$ cat src/rtl/demux1to4_tdm_pkg.sv
// Shared definitions for the 4-slot TDM receive demux: channel count, slot width, FSM codes.
// Pure definitions; no logic, no latency, no flow control.
// Imported by tdm_slot_tracker and demux1to4_tdm.
package demux1to4_tdm_pkg;

    localparam int NCH    = 4;
    localparam int SLOT_W = 2;

    typedef enum logic {
        ST_HUNT   = 1'b0,
        ST_LOCKED = 1'b1
    } state_t;

    typedef logic [SLOT_W-1:0] slot_t;

endpackage

$ cat src/rtl/demux1to4_tdm_slot_tracker.sv
// Slot tracker: HUNT/LOCKED alignment FSM plus slot counter; strict slot-0 sync check under SYNC_CHECK_EN.
// wr_en/publish are combinational for the sample in flight; slot/locked/sync_err are registered.
// No backpressure: every din_valid cycle is consumed; idle cycles freeze all state.
module tdm_slot_tracker
    import demux1to4_tdm_pkg::*;
(
    input  logic           clk,
    input  logic           rst_n,
    input  logic           din_valid,
    input  logic           sync,
    output slot_t          slot,
    output logic           locked,
    output logic [NCH-2:0] wr_en,
    output logic           publish,
    output logic           sync_err
);

    state_t state;

    assign locked = (state == ST_LOCKED);

    always_comb begin
        wr_en   = '0;
        publish = 1'b0;
        if (din_valid) begin
            if (sync) begin
                wr_en[0] = 1'b1;
            end else if (state == ST_LOCKED) begin
                case (slot)
                    2'd1:    wr_en[1] = 1'b1;
                    2'd2:    wr_en[2] = 1'b1;
                    2'd3:    publish  = 1'b1;
                    default: begin
`ifndef SYNC_CHECK_EN
                        wr_en[0] = 1'b1;
`endif
                    end
                endcase
            end
        end
    end

`ifndef SYNC_CHECK_EN
    assign sync_err = 1'b0;
`endif

    always_ff @(posedge clk or negedge rst_n) begin
        if (!rst_n) begin
            state    <= ST_HUNT;
            slot     <= '0;
`ifdef SYNC_CHECK_EN
            sync_err <= 1'b0;
`endif
        end else begin
`ifdef SYNC_CHECK_EN
            sync_err <= 1'b0;
`endif
            if (din_valid) begin
                if (sync) begin
`ifdef SYNC_CHECK_EN
                    // A sync anywhere but slot 0 means the far end slipped.
                    if (state == ST_LOCKED && slot != 2'd0)
                        sync_err <= 1'b1;
`endif
                    state <= ST_LOCKED;
                    slot  <= 2'd1;
                end else if (state == ST_LOCKED) begin
                    if (slot != 2'd0) begin
                        slot <= slot + 2'd1;
                    end else begin
`ifdef SYNC_CHECK_EN
                        state    <= ST_HUNT;
                        sync_err <= 1'b1;
`else
                        slot     <= 2'd1;
`endif
                    end
                end
            end
        end
    end

endmodule

$ cat src/rtl/demux1to4_tdm.sv
// 4-slot TDM receive demux: serial samples into y0..y3; strict sync checking when SYNC_CHECK_EN is defined.
// Latency: last sample of a frame to y0..y3 and frame_valid is 1 clk.
// No backpressure: a sample is accepted whenever din_valid=1.
module demux1to4_tdm
    import demux1to4_tdm_pkg::*;
#(
    parameter int W = 8
) (
    input  logic         clk,
    input  logic         rst_n,
    input  logic [W-1:0] din,
    input  logic         din_valid,
    input  logic         sync,
    output logic [W-1:0] y0,
    output logic [W-1:0] y1,
    output logic [W-1:0] y2,
    output logic [W-1:0] y3,
    output logic         frame_valid,
    output logic [1:0]   slot,
    output logic         locked,
    output logic         sync_err
);

    logic [NCH-2:0] wr_en;
    logic           publish;
    logic [W-1:0]   sh [NCH-1];

    tdm_slot_tracker u_tracker (
        .clk       (clk),
        .rst_n     (rst_n),
        .din_valid (din_valid),
        .sync      (sync),
        .slot      (slot),
        .locked    (locked),
        .wr_en     (wr_en),
        .publish   (publish),
        .sync_err  (sync_err)
    );

    // Slot 3 is never shadowed: it goes straight from din to y3.
    always_ff @(posedge clk or negedge rst_n) begin
        if (!rst_n) begin
            for (int i = 0; i < NCH-1; i++)
                sh[i] <= '0;
            y0          <= '0;
            y1          <= '0;
            y2          <= '0;
            y3          <= '0;
            frame_valid <= 1'b0;
        end else begin
            for (int i = 0; i < NCH-1; i++)
                if (wr_en[i])
                    sh[i] <= din;
            frame_valid <= publish;
            if (publish) begin
                y0 <= sh[0];
                y1 <= sh[1];
                y2 <= sh[2];
                y3 <= din;
            end
        end
    end

endmodule
$ cat config.mk
export PLATFORM = sky130hd
export DESIGN_NAME = demux1to4_tdm
export DESIGN_NICKNAME = d
export VERILOG_FILES = /design/src/rtl/demux1to4_tdm_pkg.sv /design/src/rtl/demux1to4_tdm_slot_tracker.sv /design/src/rtl/demux1to4_tdm.sv
export SDC_FILE = /design/constraint.sdc
export NUM_CORES = 1
export LEC_CHECK = 0
export ABC_CLOCK_PERIOD_IN_PS = 2200
export BUFFER_PORTS_ARGS = -buffer_cell sky130_fd_sc_hd__buf_2
export CORE_AREA = 4 4 80 63
export CTS_BUF_LIST = sky130_fd_sc_hd__clkbuf_4 sky130_fd_sc_hd__clkbuf_8
export DETAILED_ROUTE_END_ITERATION = 12
export DIE_AREA = 0 0 84 67
export GPL_TIMING_DRIVEN = 0
export PLACE_DENSITY = 0.88
export SLEW_MARGIN = 20
export SYNTH_ARGS = -nofsm -noshare
export SYNTH_HDL_FRONTEND = slang
export SYNTH_SLANG_ARGS = --single-unit
export TNS_END_PERCENT = 50
$ cat constraint.sdc
create_clock -name clk -period 2.2 [get_ports clk]
set_input_delay 0.11 -clock clk [delete_from_list [all_inputs] [get_ports clk]]
set_output_delay 0.11 -clock clk [all_outputs]
set_load 0.005 [all_outputs]
### After elaboration in Yosys (flattened, before gate mapping)

Cells that the tools add are included.

| storage, ports and cells | value |
|---|---|
| flip-flop bits (word level) | 60 |
| bits in latches | 0 |
| memory bits (writable) | 0 |
| bits in read-only memories | 0 |
| input bits | 12 |
| output and inout bits | 37 |
| word-level logic and storage cells | 33 |
| memories | 0 |

| operators by class | value |
|---|---|
| add/subtract/negate cells | 1 |
| multipliers | 0 |
| div/mod/pow operators | 0 |
| magnitude comparators | 0 |
| equality and inequality tests | 3 |
| shift-type cells | 0 |
| multiplexer cells | 14 |
| bitwise operators | 0 |
| reduce and logical (&&, ||, !) cells | 5 |

Operators with widths:

| cell | count |
|---|---|
| 2-to-1 mux 1 bit | 8 |
| 2-to-1 mux 2 bit | 4 |
| 2-to-1 mux 3 bit | 2 |
| equality test 2 bit, second input constant | 2 |
| AND reduction 2 bit | 2 |
| nonzero test 2 bit | 2 |
| OR reduction 3 bit | 1 |
| adder 2 x 1 -> 2 bit, second input constant | 1 |
| equality test 2 x 1 -> 1 bit, second input constant | 1 |

### Depth between registers and ports, before layout

Gate-level depths: netlist (run 1).

| logic depth | value |
|---|---|
| word-level depth | 6 |
| gate-level depth with buffers | 5 |

### By module

Synthesis (run 1) repeated with hierarchy kept, for this count alone.

| second synthesis, totals | value |
|---|---|
| cell total of the unflattened synthesis | 145 |
| area, all modules | 2502.4 um^2 |

By module, submodules not included:

| module | instances | cells an instance | area an instance (um^2) | sequential area each (um^2) |
|---|---|---|---|---|
| demux1to4_tdm | 1 | 120 | 2255.9 | 1426.4 |
| tdm_slot_tracker | 1 | 25 | 246.5 | 75.1 |

### Worst setup path before layout (run 1)

OpenSTA, ideal clock, no wires.

| timing | value |
|---|---|
| path type | reg2reg |
| start | register u_tracker.slot[0] |
| end | register y0[0] |
| library setup time | 125 ps |
| arrival | 1283 ps |
| setup slack | 792 ps |
| stages on the path, launching flop included | 5 |
| path buffers | 1 |
| clock period less this slack | 1408 ps |
| cells stage by stage | dfrtp_1 > ha_1 > nand4b_4 > buf_6 > mux2_4 |

| on the way | value |
|---|---|
| word-level cells in the longest chain between the ends | 5 |

RTL lines:

| element | RTL line | source |
|---|---|---|
| start, declared | demux1to4_tdm_slot_tracker.sv:11 | `output slot_t slot,` |
| start signal, assigned | demux1to4_tdm_slot_tracker.sv:69 | `slot <= slot + 2'd1;` |
| equality test 2 bit | demux1to4_tdm_slot_tracker.sv:29 | `case (slot)` |
| 2-to-1 mux 1 bit | demux1to4_tdm_slot_tracker.sv:29 |  |
| 2-to-1 mux 1 bit | demux1to4_tdm_slot_tracker.sv:28 | `end else if (state == ST_LOCKED) begin` |
| 2-to-1 mux 1 bit | demux1to4_tdm_slot_tracker.sv:26 | `if (sync) begin` |
| 2-to-1 mux 1 bit | demux1to4_tdm_slot_tracker.sv:25 | `if (din_valid) begin` |
| end signal, assigned | demux1to4_tdm.sv:56 | `y0 <= sh[0];` |
| end, declared | demux1to4_tdm.sv:14 | `output logic [W-1:0] y0,` |

Every way passes these cells.
A chain may end at the register's enable or synchronous reset.

### Worst setup path in the final report (run 1)

| timing | value |
|---|---|
| start | register u_tracker.slot[0] |
| end | register sh[22] in the netlist's numbering |

| on the way | value |
|---|---|
| word-level cells in the longest chain between the ends | 6 |
| elaborated cells between the ends (all ways) | 8 |
| those cells by class | eq/ne: 3; mux: 4; reduce/logical: 1 |

RTL lines:

| element | RTL line | source |
|---|---|---|
| equality test 2 bit or equality test 2 x 1 -> 1 bit (tied branches) | demux1to4_tdm_slot_tracker.sv:29 |  |
| OR reduction 3 bit (no source line) (*) | n/a |  |
| 2-to-1 mux 1 bit (*) | demux1to4_tdm_slot_tracker.sv:29 |  |
| 2-to-1 mux 3 bit (*) | demux1to4_tdm_slot_tracker.sv:28 |  |
| 2-to-1 mux 1 bit (*) | demux1to4_tdm_slot_tracker.sv:26 |  |
| 2-to-1 mux 3 bit (*) | demux1to4_tdm_slot_tracker.sv:25 |  |
| end signal, assigned by index | demux1to4_tdm.sv:53 | `sh[i] <= din;` |
| end, declared | demux1to4_tdm.sv:26 | `logic [W-1:0] sh [NCH-1];` |

Mark *: on every way between the ends. The rest lies on a longest branch, timed or not.

==> results.cfg, run 1 <==
[pwr]
pwr-share-comb = 0.282
p_clk_frac = 0.254
seqPwrFrac = 0.464
irDropWorstVdd_mv = 0.763
p_leak_nw = 1.63
totalPowerFinal_w = 0.00392
power_density_nw_per_um2 = 1280
internal-power_w = 0.00289
p_sw_frac = 0.262
p_sw_w = 0.00103

[global_routing]
first_global_vias = 1479
antenna_found_initial = 0
grt_first_pass_wirelength_um = 7680
overflow = 0
grt_use_total = 0.185
grt_max_degree = 61

[setup_path]
crit_path_end_kind = register
crit_required_ns = 2.38
startpoint_type = register
worstSetupPathType = register to register
crit_fanout = 8
crit_arrival_ns = 1.80

[route]
drc = 0
routed-wl-met2_um = 2050
drtIter0Drc = 51
wl_per_cell_um = 15.9
wl_met3_um = 348
vias = 1455
routed_wl_um = 4490
met1_length_um = 2030
postRouteAntennaNets = 0
drt_pre_antenna_iters = 4
highest_layer = met4
via_per_inst = 5.16

[place]
portBuffers = 46
dp_hpwl_um = 3100
gp_congestion = 0.707

[clock_network]
clock_latency_ns = 0.34
cts_buffers = 9
numClockSinks = 60
clock_path_buffers = 2
cts_resized = 0
clockRootBuffer = clkbuf_8
clock_tree.htree_level_count = 3
cts_tree = yes
clk_pin_slew_ns = 0.07

[die]
die_y_um = 67
die-width_um = 84
start_util = 0.589
io_pins = 49
row_count = 21
core_um2 = 4310
dieArea_um2 = 5630

[synthesis]
ys_ff_latch = 60
postSynthCellCount = 162
ys_seq_area_frac = 0.591
synthFlopType = dfrtp_1
yosysUniqueCellTypes = 23
syn-num-nets = 178
ys_async_sr_fraction = 1.00
netlist_area_um2 = 2540
synth_area_leaders = dfrtp_1, mux2_4, mux2_2, o32ai_1, ha_1
syn_area_per_cell_um2 = 15.7
ys_warn_count = 0
synth_edf_count = 0
synth_top_area_cell = dfrtp_1
yosysTopAreaCellShare = 0.591

[timing]
hold_violations = 0
relSlewSlack = 0.525
min_period_over_period = 0.735
fmaxAchievable_mhz = 618
tightest_slew_ns = 0.712
slew_violations = 0
tns_ns = 0
rsz0062_at_grt = false
skew_ns = 0.00781
setup_viol = 0
finalCriticalPeriod_ns = 1.62

[layout]
final_common_cell = dfrtp_1
area_delta_synth_final_pct = 20.5
fin_nets = 236
seqCellArea_um2 = 1500
n_antenna_cell = 0
layout-drive-gt1-share = 0.542
num-fill-cells = 300
final_cell_mix = dfrtp_1, buf_2, mux2_4
multi_input_area_um2 = 930

[status]
status = completed

[run]
cap_violations = 0

[hold_path]
min_path_type = input port to register
-- cell families after synthesis --
logic type	Yosys count	synth area share
DFF	60	0.591
buffers and inverters	20	0.0429
other	1	0.00148
muxes	48	0.256
and+or+nand+nor	18	0.0517
AOI/OAI and AO/OA	11	0.0374
adders and majority gates	4	0.0197
-- registers in the layout (all words and copies together), names as in the netlist --
register,count
sh,24
y0,8
y1,8
y2,8
y3,8
u_tracker.slot,2
frame_valid,1
u_tracker.locked,1
-- synthesized netlist by cell type, types with 2 or more instances --
cell type	number
dfrtp_1	60
mux2_4	29
mux2_2	19
inv_1	11
nand2_1	8
o32ai_1	8
ha_1	4
buf_4	3
buf_6	3
clkbuf_1	3
nand4b_2	2
-- critical path, stage by stage, from the launching register on --
cell     delay (ns)
dfrtp_1        0.45
inv_1          0.10
ha_1           0.23
a21oi_1        0.50
o32ai_1        0.19
-- area by class of cell --
class / count / area share
plain buffers: 9 / 0.0221
clock buffers: 12 / 0.0519
clock inverters: 4 / 0.0155
inverters: 11 / 0.0135
multi-input cells: 82 / 0.304
flip-flops and latches: 60 / 0.491
well taps: 57 / 0.0233
repair buffers: 47 / 0.0793
-- path summary, 6_finish.rpt --
| kind | startpoint | slack (ns) | endpoint | cells after the start |
|---|---|---|---|---|
| hold / removal | din[6] | 0.06 | y3[6]$_DFFE_PN0P_ | 2 |
| min in group asynchronous | rst_n | 0.39 | y3[6]$_DFFE_PN0P_ | 2 |
| hold reg to reg | sh[13]$_DFFE_PN0P_ | 0.49 | y1[5]$_DFFE_PN0P_ | 1 |
| setup / recovery | u_tracker.slot[0]$_DFFE_PN0P_ | 0.58 | sh[22]$_DFFE_PN0P_ | 4 |
| setup reg to reg | u_tracker.slot[0]$_DFFE_PN0P_ | 0.58 | sh[22]$_DFFE_PN0P_ | 4 |
| max in group asynchronous | rst_n | 1.35 | y2[5]$_DFFE_PN0P_ | 2 |
-- through the flow --
stage | instance area (µm²) | setup slack (ns) | hold slack (ns) | instances | utilization
finish | 3060 | 0.582 | 0.0574 | 282 | 0.710
global route | 3060 | 0.455 | 0.0552 | 282 | 0.710
CTS | 3060 | 0.600 | 0.0425 | 282 | 0.710
detailed placement | 2840 | 0.600 | 0.219 | 265 | 0.660
global placement | 2840 | 0.640 | 0.403 | 265 | 0.659
floorplan | 2540 | 0.792 | -0.186 | 162 | -
-- per-layer routing --
metal  GRT usage  vias up
li1            -      686
met1       0.238      721
met2       0.276       41
met3      0.0939        7
met4      0.0542        0
met5           0        -
-- timing repair --
action | CTS | global route
buffers inserted | 0 | 0
endpoints found under the hold margin | 60 | 0
hold buffers | 1 | 0
-- power groups by stage --
stage | combinational, W | clock, W | sequential (W)
3_3_place_gp | 0.00108 | 0 | 0.00182
2_1_floorplan | 0.000666 | 0 | 0.00182
5_1_grt | 0.00121 | 0.00107 | 0.00189
3_5_place_dp | 0.00112 | 0 | 0.00184
6_report | 0.00110 | 0.000998 | 0.00182
4_1_cts | 0.00113 | 0.00103 | 0.00183
No activity file was read; power rests on OpenSTA's default activity.
==> run 2, diff against run 1 <==
--- a/config.mk
+++ b/config.mk
@@ -5,14 +5,14 @@
 export SDC_FILE = /design/constraint.sdc
 export NUM_CORES = 1
 export LEC_CHECK = 0
-export ABC_CLOCK_PERIOD_IN_PS = 2200
+export ABC_CLOCK_PERIOD_IN_PS = 1300
 export BUFFER_PORTS_ARGS = -buffer_cell sky130_fd_sc_hd__buf_2
-export CORE_AREA = 4 4 80 63
+export CORE_AREA = 4 4 87 69
 export CTS_BUF_LIST = sky130_fd_sc_hd__clkbuf_4 sky130_fd_sc_hd__clkbuf_8
 export DETAILED_ROUTE_END_ITERATION = 12
-export DIE_AREA = 0 0 84 67
+export DIE_AREA = 0 0 91 73
 export GPL_TIMING_DRIVEN = 0
-export PLACE_DENSITY = 0.88
+export PLACE_DENSITY = 0.78
 export SLEW_MARGIN = 20
 export SYNTH_ARGS = -nofsm -noshare
 export SYNTH_HDL_FRONTEND = slang
==> constraint.sdc (replaced) <==
create_clock -name clk -period 1.3 [get_ports clk]
set_input_delay 0.065 -clock clk [delete_from_list [all_inputs] [get_ports clk]]
set_output_delay 0.065 -clock clk [all_outputs]
set_load 0.005 [all_outputs]
==> run 2 against run 1 <==
Clock-buffer cell count fell by 3. Largest power group unchanged. Highest routed layer unchanged. Largest cell class unchanged. Critical endpoint is now y3[7]$_DFFE_PN0P_. First-iteration DRC count up 65%. Register-to-register slack worse by 0.69 ns. The run now ends with setup timing left.
==> results.cfg, run 2 (synthesis gave the netlist of run 1 again) <==
[setup_path]
crit_arrival_ns = 1.63
crit_family = flip-flops
startpoint_type = register
crit_buf_inv = 1
cpPeakStageDelay_ns = 0.41
crit_path_end_kind = register
r2r-start = u_tracker.slot[1]$_DFFE_PN0P_
crit_required_ns = 1.52
path_cells = ha_2 -> nand4b_4 -> buf_12 -> mux2_4
crit_fanout = 10
worstSetupPathType = register to register
crit_start = u_tracker.slot[1]$_DFFE_PN0P_
crit_slowest_cell = dfrtp_2

[clock_network]
clk_pin_slew_ns = 0.07
clock_tree.htree_level_count = 3
clockRootBuffer = clkbuf_8
cts_buffers = 9
clock_latency_ns = 0.34
cts_tree = yes
numClockSinks = 60
clock_path_buffers = 2

[global_routing]
grt_max_degree = 61
antenna_found_initial = 0
grt_use_total = 0.163
overflow = 0
first_global_vias = 1625
grt_first_pass_wirelength_um = 8220

[layout]
n_antenna_cell = 0
layout-drive-gt1-share = 0.623
final_cell_mix = dfrtp_1, buf_2, mux2_4
final_common_cell = dfrtp_1
largest_register = sh
largest_reg_flops = 24
fin_nets = 239
area_delta_synth_final_pct = 29.0

[timing]
slew_violations = 0
layout_setup_ws_ns = -0.103
setup_viol = 48
finalCriticalPeriod_ns = 1.40
whs_ns = 0.0141
relSlewSlack = 0.509
fmaxAchievable_mhz = 713
min_period_over_period = 1.08
skew_ns = 0.00631
tightest_slew_ns = 0.737
tns_ns = -4.23
hold_violations = 0
rsz0062_at_grt = true

[status]
violations = setup timing
status = finished, violations left

[die]
die-width_um = 91
row_count = 23
die_y_um = 73
dieArea_um2 = 6640
io_pins = 49
core_um2 = 5180
start_util = 0.490

[route]
routed_wl_um = 4800
drt_pre_antenna_iters = 4
wl_per_cell_um = 16.5
drc = 0
postRouteAntennaNets = 0
drtIter0Drc = 84
vias = 1509
via_per_inst = 5.20

[pwr]
p_leak_nw = 1.72
irDropWorstVdd_mv = 1.14
power_density_nw_per_um2 = 2150

[place]
portBuffers = 46
dp_hpwl_um = 3150
gp_congestion = 0.804
post-place-ws_ns = -0.287

[run]
cap_violations = 0

[hold_path]
holdCritStartpoint = din[6]
min_path_type = input port to register
run 2: cell types whose count changed in the layout (fill, tap and decap cells not counted), sizes merged:
cell / delta
buf: +4
inv: +2
bufinv: +1
clkbuf: -4
run 2: metrics by stage:
stage / cells / cell area, µm² / util / total power (W)
floorplan: 162 / 2550 / - / 0.00421
global route: 290 / 3280 / 0.632 / 0.00747
finish: 290 / 3280 / 0.632 / 0.00705
global placement: 270 / 2860 / 0.552 / 0.00492
detailed placement: 270 / 2860 / 0.553 / 0.00501
CTS: 290 / 3240 / 0.625 / 0.00707
run 2: worst paths after layout:
kind                                                 end  slack [ns]  cells after the start
setup reg to reg                       y3[7]$_DFFE_PN0P_       -0.10                      4
hold reg to reg                        y0[0]$_DFFE_PN0P_        0.50                      1
hold / removal                         y3[6]$_DFFE_PN0P_        0.01                      2
min in group asynchronous              y1[1]$_DFFE_PN0P_        0.32                      2
setup / recovery                       y3[7]$_DFFE_PN0P_       -0.10                      4
max in group asynchronous  u_tracker.slot[1]$_DFFE_PN0P_        0.44                      2
run 2: timing repair:
item	CTS	global route
gates resized for setup	24	8
hold buffers	1	0
buffers inserted	4	0
pin swaps	1	1
setup endpoints to repair	57	57
hold endpoints to repair	60	0
run 2: worst register-to-register path: cells and delay by family, from the launching register on:
family	cells	cell delay [ns]
DFF	1	0.41
and+or+nand+nor	1	0.17
muxes	1	0.30
adders and majority gates	1	0.20
buffers and inverters	1	0.21
run 2: routing by layer:
metal,GRT usage,wire [µm],up-vias
li1,-,-,698
met1,0.207,2240,753
met2,0.251,2140,50
met3,0.0680,337,8
met4,0.0652,80,0
met5,0,0,-
run 2: where the power goes:
part,total [W],internal [W],switching (W)
Sequential,0.00308,0.00265,0.000438
Clock,0.00186,0.00109,0.000770
Combinational,0.00210,0.00140,0.000698
run 2: cell type report:
cell class,count,area [µm²]
Buffer,8,85.1
Clock buffer,9,124
Clock inverter,7,98.8
Fill cell,391,1900
Inverter,11,41.3
Multi-Input combinational cell,82,1070
Sequential cell,60,1500
Tap cell,62,77.6
Timing Repair Buffer,51,277
==> run 3, diff against run 2 <==
--- a/config.mk
+++ b/config.mk
@@ -12,8 +12,7 @@
 export DETAILED_ROUTE_END_ITERATION = 12
 export DIE_AREA = 0 0 91 73
 export GPL_TIMING_DRIVEN = 0
-export PLACE_DENSITY = 0.78
-export SLEW_MARGIN = 20
+export PLACE_DENSITY = 0.76
 export SYNTH_ARGS = -nofsm -noshare
 export SYNTH_HDL_FRONTEND = slang
 export SYNTH_SLANG_ARGS = --single-unit
==> run 3 against run 2 <==
The flow still finishes with violations (setup timing). Hold slack improved by 0.0059 ns. Total power is 7.8% lower. Sequential share of layout area grew 1.6 points. Flip-flop and latch count did not move. Worst setup slack worse by 0.021 ns. Clock power down 23%. First-iteration DRC count is 12% lower. Final cell count grew 0.34%. Design area shrank 3.4%. Clock skew is 0.0026 ns higher. Clock-buffer cell count grew 3. Combinational power decreased by 5%. Critical endpoint is now y0[3]$_DFFE_PN0P_. Largest cell class unchanged.
==> results.cfg, run 3 (synthesis gave the netlist of run 1 again) <==
[layout]
fin_area_um2 = 3170
area_delta_synth_final_pct = 24.6
layout-drive-gt1-share = 0.603
largest_register = sh
final_cell_mix = dfrtp_1, buf_2, mux2_4
final_common_cell = dfrtp_1
num-fill-cells = 412
largest_reg_flops = 24
fin_nets = 240
n_antenna_cell = 0

[clock_network]
numClockSinks = 60
clock_path_buffers = 2
clockRootBuffer = clkbuf_8
clock_tree.htree_level_count = 3
clk_pin_slew_ns = 0.06
cts_tree = yes
cts_buffers = 9
clock_latency_ns = 0.33

[route]
via_per_inst = 5.19
wl_per_cell_um = 16.1
drtIter0Drc = 74
vias = 1509
postRouteAntennaNets = 0
routed_wl_um = 4690
drc = 0
drt_pre_antenna_iters = 4

[global_routing]
use_met2 = 0.235
overflow = 0
grt_first_pass_wirelength_um = 7910
grt_max_degree = 61
grt_use_total = 0.158
first_global_vias = 1589
busiest_layer = met2
met3_usage = 0.0691
use_met1 = 0.204
antenna_found_initial = 0

[setup_path]
crit_fanout = 10
reg2reg_slack_ns = -0.12
crit_slowest_cell = dfrtp_1
startpoint_type = register
worstSetupPathType = register to register
reg2reg_to = y0[3]$_DFFE_PN0P_
crit_arrival_ns = 1.64
path_cells = ha_2 -> nand4b_4 -> buf_8 -> mux2_4
worst-r2r-cell-count = 4
r2r-start = u_tracker.slot[1]$_DFFE_PN0P_
crit_path_end_kind = register
crit_required_ns = 1.51
crit_start = u_tracker.slot[1]$_DFFE_PN0P_
cpPeakStageDelay_ns = 0.42

[place]
portBuffers = 46
gp_congestion = 0.802
dp_hpwl_um = 3150
placed_cell_area_um2 = 2860

[timing]
skew_ns = 0.00893
whs_ns = 0.0200
relSlewSlack = 0.506
setup_viol = 48
finalCriticalPeriod_ns = 1.42
rsz0062_at_grt = true
hold_violations = 0
layout_setup_ws_ns = -0.124
min_period_over_period = 1.10
tightest_slew_ns = 0.742
slew_violations = 0
fmaxAchievable_mhz = 702

[die]
die_y_um = 73
row_count = 23
dieArea_um2 = 6640
io_pins = 49
die-width_um = 91
core_um2 = 5180
start_util = 0.490

[hold_path]
min_to = sh[15]$_DFFE_PN0P_
holdCritStartpoint = din[7]
min_path_type = input port to register
holdPathStages = 2

[pwr]
irDropWorstVdd_mv = 1.25
p_leak_nw = 1.66
power_density_nw_per_um2 = 2050

[run]
cap_violations = 0

[status]
status = finished, violations left
violations = setup timing
[run 3: cell count changes in the layout (fill, tap and decap cells not counted), sizes merged]
cell	delta
dlygate4sd3	+1
clkinv	+1
inv	-2
bufinv	-2
clkbuf	+3
[run 3: per-stage QoR]
| stage | cells | util | worst slack (ns) | total power, W | TNS [ns] |
|---|---|---|---|---|---|
| 2_1_floorplan | 162 | - | -0.107 | 0.00421 | -3.90 |
| 3_3_place_gp | 270 | 0.552 | -0.278 | 0.00493 | -10.21 |
| 3_5_place_dp | 270 | 0.552 | -0.285 | 0.00502 | -11.03 |
| 4_1_cts | 289 | 0.602 | -0.114 | 0.00655 | -4.97 |
| 5_1_grt | 291 | 0.611 | -0.154 | 0.00693 | -6.16 |
| 6_report | 291 | 0.611 | -0.124 | 0.00650 | -4.71 |
[run 3: worst max-delay path by stage]
stage | to | slack, ns | cells past startpoint
2_1_floorplan | y0[0]$_DFFE_PN0P_ | -0.11 | 4
3_3_place_gp | sh[22]$_DFFE_PN0P_ | -0.28 | 4
3_5_place_dp | sh[22]$_DFFE_PN0P_ | -0.28 | 4
4_1_cts | y0[3]$_DFFE_PN0P_ | -0.11 | 4
5_1_grt | y3[7]$_DFFE_PN0P_ | -0.15 | 4
6_report | y0[3]$_DFFE_PN0P_ | -0.12 | 4
[run 3: area by class of cell]
type | instances | area, µm² | area share
clock inverter | 4 | 26.3 | 0.00830
clock buffer | 12 | 146 | 0.0462
inverter | 11 | 41.3 | 0.0130
sequential | 60 | 1500 | 0.475
multi-input combinational | 82 | 1000 | 0.317
tap | 62 | 77.6 | 0.0245
timing repair buffer | 52 | 283 | 0.0893
buffer | 8 | 85.1 | 0.0269
[run 3: report_power, final]
group	switching (W)	internal, W	total (W)	leakage, nW
clock network	0.000685	0.000751	0.00144	0.0906
logic	0.000671	0.00132	0.00199	0.827
registers	0.000421	0.00265	0.00307	0.741
[run 3: worst max-delay path, delay by kind of cell (launching register included)]
kind / cells / cell delay [ns]
flip-flops: 1 / 0.42
multiplexers: 1 / 0.29
adder cells (fa/ha/maj): 1 / 0.22
buffers and inverters: 1 / 0.21
AND/OR/NAND/NOR: 1 / 0.17
[run 3: repair_timing]
item	4_1_cts	5_1_grt
pin swaps	0	0
endpoints found under the setup margin	57	57
hold buffers	1	1
gates resized for setup	11	6
setup buffers	3	1
hold endpoints to repair	2	60
[run 3: metal layers]
metal | wire, µm | vias to the layer above
met3 | 344 | 8
met5 | 0 | -
met2 | 2080 | 49
li1 | - | 696
met1 | 2200 | 756
met4 | 67 | 0
